[src/rtl/uart_pkg.sv]
// Shared UART definitions: TX state encoding, line levels and the parity helper.
package uart_pkg;

    typedef enum logic [2:0] {
        IDLE,
        START,
        DATA,
        PARITY,
        STOP
    } tx_state_e;

    localparam logic IDLE_LEVEL    = 1'b1;
    localparam logic START_LEVEL   = 1'b0;
    localparam int   MAX_DATA_BITS = 9;

    // Narrower words are zero-extended by the caller, which leaves the XOR unchanged.
    function automatic logic parity_of(input logic [MAX_DATA_BITS-1:0] data, input logic odd);
        return (^data) ^ odd;
    endfunction

endpackage

[src/rtl/uart_tx_fifo.sv]
// Synchronous show-ahead FIFO for the UART transmitter.
// Read data is valid whenever the FIFO is not empty.
module uart_tx_fifo
    import uart_pkg::*;
#(
    parameter int WIDTH = 8,
    parameter int DEPTH = 4
) (
    input  logic             clk,
    input  logic             rst,
    input  logic             push_i,
    input  logic [WIDTH-1:0] wdata_i,
    input  logic             pop_i,
    output logic [WIDTH-1:0] rdata_o,
    output logic             full_o,
    output logic             empty_o
);

    localparam int AW = $clog2(DEPTH);

    logic [WIDTH-1:0] mem_q [DEPTH];
    logic [AW:0]      wr_ptr_q, wr_ptr_d;
    logic [AW:0]      rd_ptr_q, rd_ptr_d;
    logic             push_ok, pop_ok;

    // The extra pointer bit separates the full and empty cases when the addresses match.
    assign empty_o = (wr_ptr_q == rd_ptr_q);
    assign full_o  = (wr_ptr_q[AW] != rd_ptr_q[AW]) && (wr_ptr_q[AW-1:0] == rd_ptr_q[AW-1:0]);
    assign push_ok = push_i && !full_o;
    assign pop_ok  = pop_i && !empty_o;
    assign rdata_o = mem_q[rd_ptr_q[AW-1:0]];

    always_comb begin
        wr_ptr_d = wr_ptr_q;
        rd_ptr_d = rd_ptr_q;
        if (push_ok) wr_ptr_d = wr_ptr_q + (AW+1)'(1);
        if (pop_ok)  rd_ptr_d = rd_ptr_q + (AW+1)'(1);
    end

    always_ff @(posedge clk) begin
        if (rst) begin
            wr_ptr_q <= '0;
            rd_ptr_q <= '0;
        end else begin
            wr_ptr_q <= wr_ptr_d;
            rd_ptr_q <= rd_ptr_d;
        end
    end

    always_ff @(posedge clk) begin
        if (push_ok) mem_q[wr_ptr_q[AW-1:0]] <= wdata_i;
    end

endmodule

[src/rtl/uart_tx_fifo_param.sv]
// Buffered, parametrised UART transmitter (FIFO in front of a frame serialiser).
// Define UART_TX_PARITY_EN to build the parity bit; otherwise frames go DATA -> STOP.
module uart_tx_fifo_param
    import uart_pkg::*;
#(
    parameter int CLKS_PER_BIT = 5208,
    parameter int DATA_BITS    = 8,
    parameter int STOP_BITS    = 1,
    parameter int PARITY_ODD   = 0,
    parameter int FIFO_DEPTH   = 4
) (
    input  logic                 clk,
    input  logic                 rst,
    input  logic                 dataValid,
    input  logic [DATA_BITS-1:0] P_BYTE,
    output logic                 ready,
    output logic                 active,
    output logic                 serialStream,
    output logic                 done
);

    localparam int BAUD_W = $clog2(CLKS_PER_BIT);
    localparam int BIT_W  = $clog2(DATA_BITS + 1);

    if (CLKS_PER_BIT < 2) begin : g_bad_cpb
        $error("CLKS_PER_BIT must be at least 2");
    end
    if (DATA_BITS < 5 || DATA_BITS > MAX_DATA_BITS) begin : g_bad_data
        $error("DATA_BITS must be within 5..9");
    end
    if (STOP_BITS != 1 && STOP_BITS != 2) begin : g_bad_stop
        $error("STOP_BITS must be 1 or 2");
    end
    if (PARITY_ODD != 0 && PARITY_ODD != 1) begin : g_bad_par
        $error("PARITY_ODD must be 0 or 1");
    end
    if (FIFO_DEPTH < 2 || (FIFO_DEPTH & (FIFO_DEPTH - 1)) != 0) begin : g_bad_depth
        $error("FIFO_DEPTH must be a power of two, at least 2");
    end

    tx_state_e            state_q, state_d;
    logic [BAUD_W-1:0]    baud_q, baud_d;
    logic [BIT_W-1:0]     bit_q, bit_d;
    logic [DATA_BITS-1:0] sr_q, sr_d;
    logic                 done_q, done_d;
`ifdef UART_TX_PARITY_EN
    logic                 par_q, par_d;
`endif

    logic                 fifo_pop;
    logic [DATA_BITS-1:0] fifo_rdata;
    logic                 fifo_full;
    logic                 fifo_empty;
    logic                 baud_end;
    logic                 line;

    uart_tx_fifo #(
        .WIDTH (DATA_BITS),
        .DEPTH (FIFO_DEPTH)
    ) u_fifo (
        .clk     (clk),
        .rst     (rst),
        .push_i  (dataValid),
        .wdata_i (P_BYTE),
        .pop_i   (fifo_pop),
        .rdata_o (fifo_rdata),
        .full_o  (fifo_full),
        .empty_o (fifo_empty)
    );

    assign baud_end = (baud_q == BAUD_W'(CLKS_PER_BIT - 1));

    always_comb begin
        state_d  = state_q;
        baud_d   = baud_q;
        bit_d    = bit_q;
        sr_d     = sr_q;
        done_d   = 1'b0;
        fifo_pop = 1'b0;
`ifdef UART_TX_PARITY_EN
        par_d    = par_q;
`endif

        if (state_q != IDLE) begin
            baud_d = baud_end ? '0 : baud_q + BAUD_W'(1);
        end

        case (state_q)
            IDLE: begin
                if (!fifo_empty) begin
                    fifo_pop = 1'b1;
                    state_d  = START;
                end
            end
            START: begin
                if (baud_end) begin
                    state_d = DATA;
                    bit_d   = '0;
                end
            end
            DATA: begin
                if (baud_end) begin
                    sr_d = sr_q >> 1;
                    if (bit_q == BIT_W'(DATA_BITS - 1)) begin
                        bit_d = '0;
`ifdef UART_TX_PARITY_EN
                        state_d = PARITY;
`else
                        state_d = STOP;
`endif
                    end else begin
                        bit_d = bit_q + BIT_W'(1);
                    end
                end
            end
`ifdef UART_TX_PARITY_EN
            PARITY: begin
                if (baud_end) state_d = STOP;
            end
`endif
            STOP: begin
                if (baud_end) begin
                    if (bit_q == BIT_W'(STOP_BITS - 1)) begin
                        done_d = 1'b1;
                        bit_d  = '0;
                        // Chain straight into the next start bit when more data is queued.
                        if (!fifo_empty) begin
                            fifo_pop = 1'b1;
                            state_d  = START;
                        end else begin
                            state_d  = IDLE;
                        end
                    end else begin
                        bit_d = bit_q + BIT_W'(1);
                    end
                end
            end
            default: state_d = IDLE;
        endcase

        if (fifo_pop) begin
            sr_d   = fifo_rdata;
            baud_d = '0;
            bit_d  = '0;
`ifdef UART_TX_PARITY_EN
            par_d  = parity_of(MAX_DATA_BITS'(fifo_rdata), 1'(PARITY_ODD));
`endif
        end
    end

    always_ff @(posedge clk) begin
        if (rst) begin
            state_q <= IDLE;
            baud_q  <= '0;
            bit_q   <= '0;
            sr_q    <= '0;
            done_q  <= 1'b0;
`ifdef UART_TX_PARITY_EN
            par_q   <= 1'b0;
`endif
        end else begin
            state_q <= state_d;
            baud_q  <= baud_d;
            bit_q   <= bit_d;
            sr_q    <= sr_d;
            done_q  <= done_d;
`ifdef UART_TX_PARITY_EN
            par_q   <= par_d;
`endif
        end
    end

    always_comb begin
        line = IDLE_LEVEL;
        case (state_q)
            START:  line = START_LEVEL;
            DATA:   line = sr_q[0];
`ifdef UART_TX_PARITY_EN
            PARITY: line = par_q;
`endif
            default: line = IDLE_LEVEL;
        endcase
    end

    assign serialStream = line;
    assign active       = (state_q != IDLE);
    assign done         = done_q;
    assign ready        = !fifo_full;

endmodule

[config.mk]
export PLATFORM = sky130hd
export DESIGN_NAME = uart_tx_fifo_param
export DESIGN_NICKNAME = d
export VERILOG_FILES = /design/src/rtl/uart_pkg.sv /design/src/rtl/uart_tx_fifo.sv /design/src/rtl/uart_tx_fifo_param.sv
export SDC_FILE = /design/constraint.sdc
export NUM_CORES = 1
export LEC_CHECK = 0
export ABC_AREA = 1
export CAP_MARGIN = 30
export CORE_MARGIN = 10
export CORE_UTILIZATION = 50
export CTS_CLUSTER_DIAMETER = 200
export CTS_CLUSTER_SIZE = 24
export DETAILED_ROUTE_END_ITERATION = 8
export PLACE_DENSITY_LB_ADDON = 0.12
export SLEW_MARGIN = 15
export SYNTH_ARGS = -nofsm -noshare
export SYNTH_HDL_FRONTEND = slang
export SYNTH_HIERARCHICAL = 1
export SYNTH_SLANG_ARGS = --single-unit
[constraint.sdc]
create_clock -name clk -period 4.3 [get_ports clk]
set_clock_uncertainty 0.1 [all_clocks]
set_input_delay 0.86 -clock clk [delete_from_list [all_inputs] [get_ports clk]]
set_output_delay 0.86 -clock clk [all_outputs]
set_load 0.05 [all_outputs]
==> results.ini, run 1 <==
[outcome]
status=finished clean

[layout]
fin_area_mm2=0.00377
nNetsFinal=440
layout_common_cells=nand2_1 (76), nor2_1 (48), inv_1 (44)
antenna_cells=0
postLayoutCoreUtil_pct=56.2
drive_gt1_share_pct=13.4
fin_cells=506
final_common_cell=nand2_1
area_growth_pct=10.4

[drt]
drt_iter0_markers=85
route.detailed.drc=0
antenna_left=0
wl_per_cell_um=12.8
viasPerCell=5.20
first_pass_iters=6
finalWirelength_um=6490
vias=2632

[setup_path]
cp_cell_sequence=inv_2 -> nand2_2 -> nand2_4 -> nand3_4 -> inv_1 -> inv_1 -> clkdlybuf4s50_1
r2r_slack_ns=2.06
arrival_ns=2.00
crit_buf_inv=4
critPathMostFrequentCell=inv_1
startpoint_type=register
endpoint_kind=output pin
cpLargestDelayFamily=buffers and inverters
path_class=register to output pin
worstPathRequired_ns=3.34
slowest_delay_ns=0.79
critPathSlowestCell=clkdlybuf4s50_1
worstPathMaxFanout=7

[global_routing]
overflow=0
grt_util_met3_pct=4.42
grt_util_met2_pct=22.0
antenna_found_initial=0
grt_max_degree=18
grt_pass1_vias=2509
busiest_layer=met2
use_met1_pct=15.4
grtUsageTotal_pct=13.1
grt_pass1_wl_um=11100

[clocking]
root_buffer=clkbuf_8
cts_hold_buf=0
h-tree-depth=3
cts.sinks=69
post_cts_buffers=0
cts_made_buffers=9
cts_buffer_depth=2
cts_tree=yes
cts_resized=0
clk_pin_slew_ns=0.08
clk_latency_ns=0.34

[power]
p_leak_nw=1.50
p_total_w=0.00200
p_per_area_mw_per_mm2=529
peakVddDrop_mv=0.263

[timing]
min_period_over_period_pct=68.7
fmax_ghz=0.338
slew_headroom_pct=56.1
fin_setup_tns_ns=0
worst_pin_slew_ns=0.657
final-max-slew-violation-count=0
setup_viol=0
fin_crit_ns=2.96
hold_violations=0
rsz0062_at_grt=false

[synth]
synthTopCellsByArea=edfxtp_1 (28%), dfxtp_1 (22%), nand2_1 (8.3%)
synth_cell_types=33
synth_top_area_share_pct=28.1
syn_inst=404
syn_nets=423
synth-seq-cells=69
ys_seq_area_share_pct=49.7
synth_area_leader_cell=edfxtp_1
netlist_area_mm2=0.00342
ys.warnings.count=6
synth.avg_cell_area_um2=8.47

[hold_path]
hp-class=register to register

[placed_design]
hpwl_um=4840
portBuffers=14
gp_congestion=0.835
dp_cells=490
placedInstanceArea_mm2=0.00360

[floorplan]
dieArea_mm2=0.0106
fp.dieW_um=103
io_pins=15
die_h_um=103
start_util_pct=50.9
num_rows=30
core_mm2=0.00672

[run]
maxCapViolCount=0

-- worst min-delay path, stage by stage, from the launching register on --
cell and delay [ns]:
dfxtp_1 0.33, nand2_1 0.06, a21oi_1 0.05
-- final cells by class --
type                       instances  area, um^2
fill                             615        2940
sequential                        69        1700
multi-input combinational        272        1450
inverter                          55         206
timing repair buffer              14         140
clock buffer                      10         128
tap                               80         100
clock inverter                     6        48.8
-- per-stage QoR --
| step | worst slack [ns] | hold slack [ns] |
|---|---|---|
| global route | 1.19 | 0.399 |
| CTS | 1.32 | 0.390 |
| finish | 1.34 | 0.388 |
| global placement | 1.73 | 0.372 |
| floorplan | 2.07 | 0.356 |
| detailed placement | 1.71 | 0.379 |
-- flip-flops by register name, summed over array words and instances, names as in the netlist, named ones only --
register and cells:
bit_q 4, done 1, u_fifo/rd_ptr_q 3, u_fifo/wr_ptr_q 3, sr_q 8, u_fifo/mem_q 32, state_q 3, baud_q 13
-- synth_stat cells (all sizes together) --
cell	instances
a21oi	19
and3	1
buf	7
clkbuf	1
clkinv	1
dfxtp	37
edfxtp	32
ha	8
inv	54
nand2	92
nand3	28
nand3b	2
nand4	20
nor2	58
nor3	9
nor4	2
o21ai	19
o21bai	1
o22ai	8
xnor2	2
xor2	3
-- where the power goes --
| part | total [W] | switching [W] | internal (W) |
|---|---|---|---|
| sequential | 0.000835 | 0.0000723 | 0.000762 |
| combinational | 0.000696 | 0.000469 | 0.000227 |
| clock | 0.000467 | 0.000254 | 0.000213 |
| total | 0.00200 | 0.000795 | 0.00120 |
-- layer usage --
layer / routed length [um] / share of wire, %
met5: 0 / 0
met4: 112 / 1.7
met3: 173 / 2.7
met2: 3170 / 49
met1: 3030 / 47
-- worst paths after layout --
path / startpoint / depth (start not counted) / to
hold / removal: bit_q[0] / 2 / bit_q[0]
hold reg to reg: bit_q[0] / 2 / bit_q[0]
setup reg to reg: baud_q[0] / 12 / u_fifo/rd_ptr_q[2]
setup / recovery: u_fifo/wr_ptr_q[0] / 7 / ready
-- cell families after synthesis --
group	count (synthesis)	share of synthesized area, %
compound gates	47	7.35
xor+xnor	5	1.28
fa+ha+maj	8	2.93
buf+inv	63	7.86
flops	69	49.7
simple gates	212	30.8
Note: power is estimated with default switching activity, not from simulation.
==> run 2, diff against run 1 <==
==> constraint.sdc (replaced) <==
create_clock -name clk -period 2.48 [get_ports clk]
set_clock_uncertainty 0.1 [all_clocks]
set_input_delay 0.496 -clock clk [delete_from_list [all_inputs] [get_ports clk]]
set_output_delay 0.496 -clock clk [all_outputs]
set_load 0.05 [all_outputs]
==> run 2 against run 1 <==
  * Critical path depth down 4
  * Global-route usage up 1.0 points
  * Sequential share of layout area down 1.3 points
  * Largest cell class unchanged
  * Highest routed layer unchanged
  * Critical path type unchanged
==> results.ini, run 2 (same netlist as run 1, synthesis figures left out) <==
[layout]
drive_gt1_share_pct=15.6  ; +2.3 points
antenna_cells=0  ; unchanged
multi_input_area_mm2=0.00146  ; +0.35%
final_common_cell=nand2_1
layout_common_cells=nand2_1 (76), nor2_1 (48), inv_1 (44)
largest_reg_flops=32  ; unchanged
regArea_mm2=0.00170  ; unchanged
nNetsFinal=449  ; +2.0%
num-fill-cells=616  ; +0.16%
area_growth_pct=13.6

[setup_path]
cp_cell_sequence=inv_2 -> nand2_4 -> clkdlybuf4s50_1
reg2regPathDepth=15  ; +3
r2r-end=u_fifo/rd_ptr_q[2]
worstPathMaxFanout=8  ; +1
timing.rr.start=u_fifo/wr_ptr_q[0]
path_class=register to output pin
endpoint_kind=output pin
arrival_ns=1.81  ; -0.19 ns
slowest_delay_ns=0.82  ; +0.03 ns
r2r_slack_ns=0.38  ; -1.68 ns
worstPathRequired_ns=1.88  ; -1.46 ns
critPathSlowestCell=clkdlybuf4s50_1
startpoint_type=register

[placed_design]
hpwl_um=4830  ; about the same
portBuffers=14  ; unchanged
gp_congestion=0.811  ; -3.0%
place_ws_ns=0.274  ; -1.43 ns

[power]
p_per_area_mw_per_mm2=957  ; +81%
p_leak_nw=1.57  ; +5.0%
peakVddDrop_mv=0.502  ; +90%

[timing]
fmax_ghz=0.415
worst_pin_slew_ns=0.501  ; -0.156 ns
slew_headroom_pct=66.5  ; +10 points
fin_setup_tns_ns=0  ; unchanged
fin_ws_ns=0.0697  ; -1.27 ns
hold_violations=0  ; unchanged
rsz0062_at_grt=false
setup_viol=0  ; unchanged
fin_crit_ns=2.41
final-max-slew-violation-count=0  ; unchanged
min_period_over_period_pct=97.2

[global_routing]
grtUsageTotal_pct=14.2  ; +1.0 points
antenna_found_initial=0  ; unchanged
grt_pass1_wl_um=11700  ; +5.6%
grt_max_degree=17  ; -1
grt_pass1_vias=2643  ; +5.3%
overflow=0  ; unchanged

[clocking]
clk_latency_ns=0.35  ; about the same
cts_made_buffers=9  ; unchanged
h-tree-depth=3  ; unchanged
root_buffer=clkbuf_8
cts_resized=0  ; unchanged
cts.sinks=69  ; unchanged
post_cts_buffers=0  ; unchanged
cts_tree=yes
cts_buffer_depth=2  ; unchanged
clk_pin_slew_ns=0.07  ; about the same
cts_hold_buf=0  ; unchanged

[drt]
viasPerCell=5.16  ; -0.89%
finalWirelength_um=6590  ; +1.6%
drt_iter0_markers=127  ; +49%
route.detailed.drc=0  ; unchanged
antenna_left=0  ; unchanged
wl_per_cell_um=12.8  ; -0.19%
vias=2655  ; +0.87%
first_pass_iters=4  ; -2

[hold_path]
holdPathEnd=baud_q[1]
hold_path_startpoint=baud_q[1]
hp-class=register to register
holdPathStages=2  ; unchanged

[floorplan]
die_h_um=103  ; unchanged
fp.dieW_um=103  ; unchanged
dieArea_mm2=0.0106  ; unchanged
io_pins=15  ; unchanged
num_rows=30  ; unchanged
core_mm2=0.00672  ; unchanged
start_util_pct=50.9  ; unchanged

[run]
maxCapViolCount=0  ; unchanged

[outcome]
status=finished clean

==> run 2: routing by layer <==
metal | part of all wire [%] | track usage [%] | routed length (um)
met1 | 46 | 16.7 | 3050
met2 | 48 | 23.1 | 3200
met3 | 3.4 | 4.56 | 225
met4 | 1.8 | 6.18 | 121
met5 | 0 | 0 | 0
==> run 2: power by group <==
group	internal [W]	switching (W)
logic	0.000420	0.000853
registers	0.00132	0.000107
clock network	0.000575	0.000445
total	0.00232	0.00140
==> run 2: cell type report <==
class                   instances  area share, %
well taps                      80           2.57
clock buffers                  10           3.28
repair buffers                 23           5.21
clock inverters                 6           2.41
inverters                      55           5.31
flip-flops and latches         69           43.8
multi-input cells             272           37.4
==> run 2: worst max path at each step <==
stage,startpoint,to,slack [ns],cells after the start
6_report,state_q[2],active,0.07,3
3_3_place_gp,u_fifo/wr_ptr_q[0],u_fifo/rd_ptr_q[2],0.38,15
5_1_grt,state_q[2],active,0.03,3
2_1_floorplan,state_q[2],serialStream,0.62,4
3_5_place_dp,u_fifo/wr_ptr_q[0],baud_q[0],0.27,13
4_1_cts,state_q[2],active,0.06,3
==> run 2: worst max-delay path: cells and delay by family (launching register included) <==
kind / cells / cell delay (ns)
flip-flops: 1 / 0.42
AND/OR/NAND/NOR: 1 / 0.14
buffers and inverters: 2 / 0.90
==> run 2: stage by stage <==
step	area (um^2)	util [%]	instances	total power [W]	hold WS, ns
4_1_cts	3880	57.8	515	0.00375	0.393
3_5_place_dp	3660	54.5	499	0.00273	0.381
6_report	3890	57.9	515	0.00372	0.392
2_1_floorplan	3420	-	404	0.00244	0.356
3_3_place_gp	3660	54.5	499	0.00271	0.371
5_1_grt	3890	57.9	515	0.00400	0.430
